File: config.mk
export PLATFORM = sky130hd
export DESIGN_NAME = mem_access_ctrl
export DESIGN_NICKNAME = d
export VERILOG_FILES = /design/src/rtl/cpu_mem_pkg.sv /design/src/rtl/mem_strobe_timer.sv /design/src/rtl/mem_access_ctrl.sv
export SDC_FILE = /design/constraint.sdc
export NUM_CORES = 1
export LEC_CHECK = 0
export CORE_UTILIZATION = 37
export DETAILED_ROUTE_END_ITERATION = 7
export GPL_ROUTABILITY_DRIVEN = 0
export PLACE_DENSITY = 0.75
export SETUP_SLACK_MARGIN = 0.3
export SYNTH_ARGS = -nofsm -noshare
export SYNTH_HDL_FRONTEND = slang
export SYNTH_SLANG_ARGS = --single-unit
File: constraint.sdc
create_clock -name clock -period 2.8 [get_ports clock]
set_input_delay 0.84 -clock clock [delete_from_list [all_inputs] [get_ports clock]]
set_output_delay 0.84 -clock clock [all_outputs]
set_load 0.01 [all_outputs]
File: src/rtl/cpu_mem_pkg.sv
// Shared types and constants for the CPU main-memory interface.
// Holds the access FSM state encoding and the default bus widths.
package cpu_mem_pkg;

  localparam int DEF_ADDR_W = 9;
  localparam int DEF_DATA_W = 32;
  localparam int RAM_DEPTH  = 512;
  localparam int CNT_W      = 4;

  typedef enum logic [1:0] {
    IDLE,
    SETUP,
    STROBE,
    RESP
  } state_t;

endpackage

File: src/rtl/mem_strobe_timer.sv
// Loadable down-counter that times how long the RAM strobe stays high.
// It saturates at zero, and the zero flag marks the last strobe cycle.
module mem_strobe_timer #(
  parameter int CNT_W = cpu_mem_pkg::CNT_W
) (
  input  logic             clock,
  input  logic             clear,
  input  logic             load,
  input  logic             dec,
  input  logic [CNT_W-1:0] load_val,
  output logic             zero
);

  logic [CNT_W-1:0] count;

  always_ff @(posedge clock or posedge clear) begin
    if (clear) begin
      count <= '0;
    end else if (load) begin
      count <= load_val;
    end else if (dec && (count != '0)) begin
      count <= count - 1'b1;
    end
  end

  assign zero = (count == '0);

endmodule

File: src/rtl/mem_access_ctrl.sv
// Initiator side of the main-memory port: owns the MAR, MDR-out and MDR.
// It sequences one RAM strobe per request and answers over a valid/ready handshake.
module mem_access_ctrl #(
  parameter int ADDR_W        = cpu_mem_pkg::DEF_ADDR_W,
  parameter int DATA_W        = cpu_mem_pkg::DEF_DATA_W,
  parameter int STROBE_CYCLES = 2
) (
  input  logic              clock,
  input  logic              clear,
  input  logic              req_valid,
  output logic              req_ready,
  input  logic              req_write,
  input  logic [ADDR_W-1:0] req_addr,
  input  logic [DATA_W-1:0] req_wdata,
  output logic              rsp_valid,
  input  logic              rsp_ready,
  output logic [DATA_W-1:0] rsp_rdata,
  output logic              ram_read,
  output logic              ram_write,
  output logic [ADDR_W-1:0] ram_addr,
  output logic [DATA_W-1:0] ram_wdata,
  input  logic [DATA_W-1:0] ram_rdata
);

  import cpu_mem_pkg::*;

  if (STROBE_CYCLES < 1 || STROBE_CYCLES > 15) begin : g_bad_strobe
    $error("mem_access_ctrl: STROBE_CYCLES must be within 1..15");
  end

  state_t            state;
  logic              op_write;
  logic [DATA_W-1:0] mdr;
  logic              timer_load;
  logic              timer_dec;
  logic              timer_zero;
  logic [CNT_W-1:0]  timer_init;

  assign timer_load = (state == SETUP);
  assign timer_dec  = (state == STROBE);
  assign timer_init = CNT_W'(STROBE_CYCLES - 1);

  mem_strobe_timer #(
    .CNT_W(CNT_W)
  ) u_timer (
    .clock    (clock),
    .clear    (clear),
    .load     (timer_load),
    .dec      (timer_dec),
    .load_val (timer_init),
    .zero     (timer_zero)
  );

  // ram_addr/ram_wdata are the MAR and MDR-out; they only load in IDLE so they
  // stay frozen from SETUP through RESP while the strobe is active.
  always_ff @(posedge clock or posedge clear) begin
    if (clear) begin
      state     <= IDLE;
      op_write  <= 1'b0;
      req_ready <= 1'b1;
      rsp_valid <= 1'b0;
      ram_read  <= 1'b0;
      ram_write <= 1'b0;
      ram_addr  <= '0;
      ram_wdata <= '0;
      mdr       <= '0;
    end else begin
      case (state)
        IDLE: begin
          if (req_valid) begin
            ram_addr  <= req_addr;
            ram_wdata <= req_wdata;
            op_write  <= req_write;
            req_ready <= 1'b0;
            state     <= SETUP;
          end
        end
        SETUP: begin
          ram_read  <= ~op_write;
          ram_write <= op_write;
          state     <= STROBE;
        end
        STROBE: begin
          if (timer_zero) begin
            ram_read  <= 1'b0;
            ram_write <= 1'b0;
            if (!op_write) begin
              mdr <= ram_rdata;
            end
            rsp_valid <= 1'b1;
            state     <= RESP;
          end
        end
        RESP: begin
          if (rsp_ready) begin
            rsp_valid <= 1'b0;
            req_ready <= 1'b1;
            state     <= IDLE;
          end
        end
        default: begin
          state <= IDLE;
        end
      endcase
    end
  end

  assign rsp_rdata = mdr;

endmodule

==> qor.yml, run 1 <==
outcome: "finished, final reports clean"
hold_class: "reg -> reg"
ys_types: 28
critical_path_arrival_ns: 2.47
viasPerCell: 4.78
final_layout_size_suffix_gt1_frac: 0.252
synth.area.top_cells: "dfrtp_1 (62%), mux2_2 (25%), ha_1 (2.6%)"
maxSlewViolCount: 0
synth_edf_count: 0
setup_viol: 0
cts_made_buffers: 9
port_buffers: 154
rr_endpoint: "rsp_rdata[30]$_DFFE_PP0P_"
required_ns: 3.02
max-vdd-ir-drop_uv: 582
min_period_ns: 2.25
setup_ws_ns: 0.551
post-place-ws_ns: 0.458
antenna_found_initial: 0
synth_nets: 302
initial_core_util: 0.382
met2_length_mm: 3.82
cts_setup_buffers: 0
synth.yosys.warnings: 0
powerDensity_nw_per_um2: 1090
fin_skew_ns: 0.00975
clk_pin_slew_ns: 0.09
cp-start-kind: "flip-flop"
ys_seq_elements: 84
ant_nets: 0
fmax_mhz: 445
grt_overflow: 0
async_flop_share: 1.00
nets: 461
leakage_nw: 2.18
dp_hpwl_mm: 5.41
rsz0062_at_grt: "no"
rr_startpoint: "state[0]$_DFFE_PP0P_"
synth_top_area_frac: 0.624
ctsHoldBuffers: 0
rr_worst_depth: 6
track_usage: 0.165
tns_ns: 0
avgSynthCellArea_um2: 15.3
crit_fanout: 32
max_stage_delay_ns: 0.42
finalHoldViolCount: 0
cp-end-kind: "flip-flop"
clock-root-buffer: "clkbuf_8"
seq_area_frac_synth: 0.632
area_growth_pct: 56.7
holdPathStages: 1
hold_end: "rsp_rdata[23]$_DFFE_PP0P_"
num_antenna_cells: 0
wl_mm: 7.39
drtPass1Iterations: 4
final_cell_area_um2: 5210
via_count: 2335
row_count: 34
wire_per_inst_um: 15.1
postPlaceCellArea_um2: 5010
maxCapViolations: 0
path_class: "reg -> reg"
die-height_um: 96.8
critPathSlowestCell: "dfrtp_1"
routed.top_layer: "met4"
grt_max_degree: 85
clkLatencyLatePin_ns: 0.34
ys.flop_type: "dfrtp_1"
worstMarginPinSlew_ns: 0.436
path_cells: "inv_1 > ha_1 > and4bb_1 > nor2b_2 > buf_4 > mux2_2"
die-area_um2: 9380
grt_pass1_vias: 2419
r2r_setup_slack_ns: 0.55
drc: 0
core_um2: 8720
wl_met3_um: 442
slew_headroom: 0.710
finalHoldWorstSlack_ns: 0.500
die_x_um: 96.8
drtIter0Drc: 48
min_from: "rsp_rdata[23]$_DFFE_PP0P_"
fin_total_pwr_mw: 5.69
wl_met1_mm: 2.99
yosysMostFrequentCell: "dfrtp_1"
ctsResizeCount: 0
period_share: 0.803
syn_inst: 217
clock_path_buffers: 2
h-tree-depth: 3
cts_tree: "built"
ys_top_cells_by_count: "dfrtp_1 (83), mux2_2 (73), inv_1 (8), ha_1 (7), nor2_1 (6)"
syn_area_um2: 3330
yosys.area.top_type: "dfrtp_1"
clock-sinks: 84
grt_pass1_wl_mm: 12.2
pin_count: 155
cell families after synthesis:
family,after synthesis,synth area share
compound gates,13,0.0263
fa+ha+maj,7,0.0263
buf+inv,17,0.0233
flops,84,0.632
mux,78,0.263
simple gates,18,0.0293
final cells by class:
cell class / instances / area [um2]
fill: 729 / 3510
sequential: 84 / 2100
timing repair buffer: 157 / 1590
multi-input combinational: 116 / 1150
clock buffer: 11 / 141
tap: 108 / 135
clock inverter: 5 / 58.8
inverter: 8 / 33.8
layer usage:
layer,vias up,global-route usage
li1,1074,-
met1,1158,0.198
met2,88,0.278
met3,15,0.0484
met4,0,0.0677
met5,-,0
power breakdown:
group	switching (mW)	internal, mW	total [mW]
Sequential	0.319	1.83	2.15
Combinational	0.981	1.69	2.67
Clock	0.427	0.439	0.866
registers in the layout (all words and copies together), names as in the netlist:
register and count:
op_write 1, ram_addr 9, ram_read 1, ram_wdata 32, ram_write 1, req_ready 1, rsp_rdata 32, rsp_valid 1
state 2, u_timer.count 4
critical path, delay by kind of cell, from the launching register on:
kind | cells | cell delay [ns]
fa+ha+maj | 1 | 0.34
buf+inv | 2 | 0.48
flops | 1 | 0.42
mux | 1 | 0.39
simple gates | 2 | 0.49
stage by stage:
step	utilization	std cells
2_1_floorplan	-	217
3_3_place_gp	0.575	473
3_5_place_dp	0.575	473
4_1_cts	0.598	489
5_1_grt	0.598	489
6_report	0.598	489
layout by cell type (no fill, tap or decap), types with 2 or more instances in the layout:
cell / Yosys / final
a211oi_1: 2 / 2
a21oi_1: 5 / 5
buf_12: 0 / 2
clkbuf_8: 0 / 10
clkdlybuf4s50_1: 0 / 154
clkinvlp_4: 0 / 3
dfrtp_1: 83 / 83
ha_1: 7 / 7
inv_1: 8 / 7
mux2_1: 2 / 2
mux2_2: 73 / 73
mux2i_1: 3 / 3
nand2_1: 5 / 4
nor2_1: 6 / 6
how the worst max path moves through the flow:
stage	startpoint	end	cells after the start
2_1_floorplan	state[0]$_DFFE_PP0P_	rsp_rdata[20]$_DFFE_PP0P_	8
3_3_place_gp	rsp_ready	state[1]$_DFFE_PP0P_	4
3_5_place_dp	rsp_ready	state[1]$_DFFE_PP0P_	4
4_1_cts	state[0]$_DFFE_PP0P_	rsp_rdata[30]$_DFFE_PP0P_	6
5_1_grt	state[0]$_DFFE_PP0P_	rsp_rdata[30]$_DFFE_PP0P_	6
6_report	state[0]$_DFFE_PP0P_	rsp_rdata[30]$_DFFE_PP0P_	6
(Power assumes the default switching activity.)
==> inputs of run 2 (changes only) <==
--- a/config.mk
+++ b/config.mk
@@ -5,10 +5,10 @@
 export SDC_FILE = /design/constraint.sdc
 export NUM_CORES = 1
 export LEC_CHECK = 0
-export CORE_UTILIZATION = 37
+export CORE_UTILIZATION = 41
 export DETAILED_ROUTE_END_ITERATION = 7
 export GPL_ROUTABILITY_DRIVEN = 0
-export PLACE_DENSITY = 0.75
+export PLACE_DENSITY = 0.79
 export SETUP_SLACK_MARGIN = 0.3
 export SYNTH_ARGS = -nofsm -noshare
 export SYNTH_HDL_FRONTEND = slang
==> constraint.sdc (replaced) <==
create_clock -name clock -period 2.12 [get_ports clock]
set_input_delay 0.636 -clock clock [delete_from_list [all_inputs] [get_ports clock]]
set_output_delay 0.636 -clock clock [all_outputs]
set_load 0.01 [all_outputs]
==> qor.yml, run 2 (synthesis gave the netlist of run 1 again) <==
multi_input_area_um2: 1240  # +7.5%
initial_core_util: 0.426  # +0.0446
max_stage_delay_ns: 0.40  # -0.02 ns
final_common_cell: "dfrtp_1"
path_class: "reg -> reg"
crit_buf_inv: 1  # -1
grt_pass1_vias: 2530  # +4.6%
ctsHoldBuffers: 0  # unchanged
finalHoldViolCount: 0  # unchanged
wl_mm: 7.80  # +5.5%
cp-end-kind: "flip-flop"
viasPerCell: 4.89  # +2.3%
clock-root-buffer: "clkbuf_8"
slew_headroom: 0.725  # +0.0149
critical_path_arrival_ns: 2.07  # -0.40 ns
maxCapViolations: 0  # unchanged
track_usage: 0.185  # +0.0200
final_layout_size_suffix_gt1_frac: 0.299  # +0.0470
required_ns: 2.33  # -0.69 ns
num_antenna_cells: 0  # unchanged
cts_tree: "built"
crit_fanout: 3  # -91%
grt_overflow: 0  # unchanged
clock_path_buffers: 2  # unchanged
area_growth_pct: 62.8
final_cell_mix: "dfrtp_1 (83), clkdlybuf4s50_1 (77), dlygate4sd2_1 (77), mux2_2 (59), mux2_4 (15)"
outcome: "finished, final reports clean"
cts_made_buffers: 9  # unchanged
dp_hpwl_mm: 5.37  # -0.67%
fin_skew_ns: 0.0104  # +0.000608 ns
pin_count: 155  # unchanged
h-tree-depth: 3  # unchanged
nets: 478  # +3.7%
critPathSlowestCell: "dfrtp_1"
die_x_um: 92.1  # -4.9%
port_buffers: 154  # unchanged
setup_viol: 0  # unchanged
die-height_um: 92.1  # -4.9%
wire_per_inst_um: 15.6  # +3.1%
clock-sinks: 84  # unchanged
leakage_nw: 2.46  # +13%
final_core_util: 0.694  # +0.0962
clkLatencyLatePin_ns: 0.34  # about the same
r2r_setup_slack_ns: 0.26  # -0.29 ns
maxSlewViolCount: 0  # unchanged
min_period_ns: 1.86  # -0.391 ns
drc: 0  # unchanged
die-area_um2: 8480  # -9.6%
antenna_found_initial: 0  # unchanged
drtPass1Iterations: 4  # unchanged
grt_max_degree: 44  # -48%
period_share: 0.877  # +0.0735
rsz0062_at_grt: "yes"
row_count: 32  # -5.9%
core_um2: 7810  # -10%
cp-start-kind: "flip-flop"
seqCellArea_um2: 2100  # unchanged
via_count: 2443  # +4.6%
ant_nets: 0  # unchanged
worst_path_dominant_cell_family: "flip-flops"
max-vdd-ir-drop_uv: 672  # +15%
fin_total_pwr_mw: 7.41  # +30%
hold_class: "reg -> reg"
nFillCells: 594  # -19%
worstMarginPinSlew_ns: 0.407  # -0.0280 ns
tns_ns: 0  # unchanged
drtIter0Drc: 34  # -29%
fmax_mhz: 538  # +21%
powerDensity_nw_per_um2: 1370  # +25%
path_cells: "inv_2 > ha_4 > or3b_4 > a222oi_1 > mux2_1"
clk_pin_slew_ns: 0.08  # about the same
grt_pass1_wl_mm: 12.2  # -0.11%
[run 2: changes by cell type in the layout (fill, tap and decap cells not counted), moves of 3 or more]
cell,previous run,this run
buf_12,2,5
buf_4,1,13
clkdlybuf4s50_1,154,77
dlygate4sd2_1,0,77
inv_1,7,4
inv_2,0,3
mux2_2,73,59
mux2_4,0,15
[run 2: metal layers]
metal  routed length, um  vias to the layer above  GRT usage
li1                    -                     1117          -
met1                3210                     1226      0.212
met2                3980                       95      0.330
met3                 559                        5     0.0614
met4                  46                        0     0.0495
met5                   0                        -          0
[run 2: metrics by stage]
stage | cell area [um2] | worst slack [ns] | std cells | hold slack, ns
floorplan | 3400 | 0.265 | 217 | 0.482
global placement | 5120 | 0.0441 | 470 | 0.480
detailed placement | 5120 | -0.0213 | 470 | 0.491
CTS | 5380 | 0.251 | 498 | 0.505
global route | 5420 | 0.177 | 500 | 0.512
finish | 5420 | 0.261 | 500 | 0.502
[run 2: what timing repair did]
| item | CTS | global route |
|---|---|---|
| pin swaps | 3 | 0 |
| endpoints found under the hold margin | 0 | 0 |
| endpoints found under the setup margin | 110 | 17 |
| setup buffers | 10 | 2 |
| gates cloned | 2 | 0 |
| gates resized for setup | 80 | 6 |
[run 2: path summary, 6_finish.rpt]
path / from / endpoint / cells past startpoint
worst max-delay path: u_timer.count[0]$_DFFE_PP0P_ / state[1]$_DFFE_PP0P_ / 5
worst min-delay path: rsp_rdata[18]$_DFFE_PP0P_ / rsp_rdata[18]$_DFFE_PP0P_ / 1
worst max register to register: u_timer.count[0]$_DFFE_PP0P_ / state[1]$_DFFE_PP0P_ / 5
worst min register to register: rsp_rdata[18]$_DFFE_PP0P_ / rsp_rdata[18]$_DFFE_PP0P_ / 1
max in group asynchronous: clear / req_ready$_DFFE_PP1P_ / 3
min in group asynchronous: clear / ram_wdata[12]$_DFFE_PP0P_ / 3
[run 2: where the power goes]
group	total, mW	internal, mW	leakage [nW]	switching (mW)
clock	1.23	0.696	0.107	0.537
sequential	2.82	2.42	0.992	0.401
combinational	3.36	1.97	1.36	1.39
total	7.41	5.08	2.46	2.33
[run 2: area by class of cell]
class                           instances  area share
Multi-Input combinational cell        116       0.229
Sequential cell                        84       0.388
Timing Repair Buffer                  174       0.313
Tap cell                              102      0.0236
Clock inverter                          4      0.0134
Clock buffer                           12      0.0268
Inverter                                8     0.00623
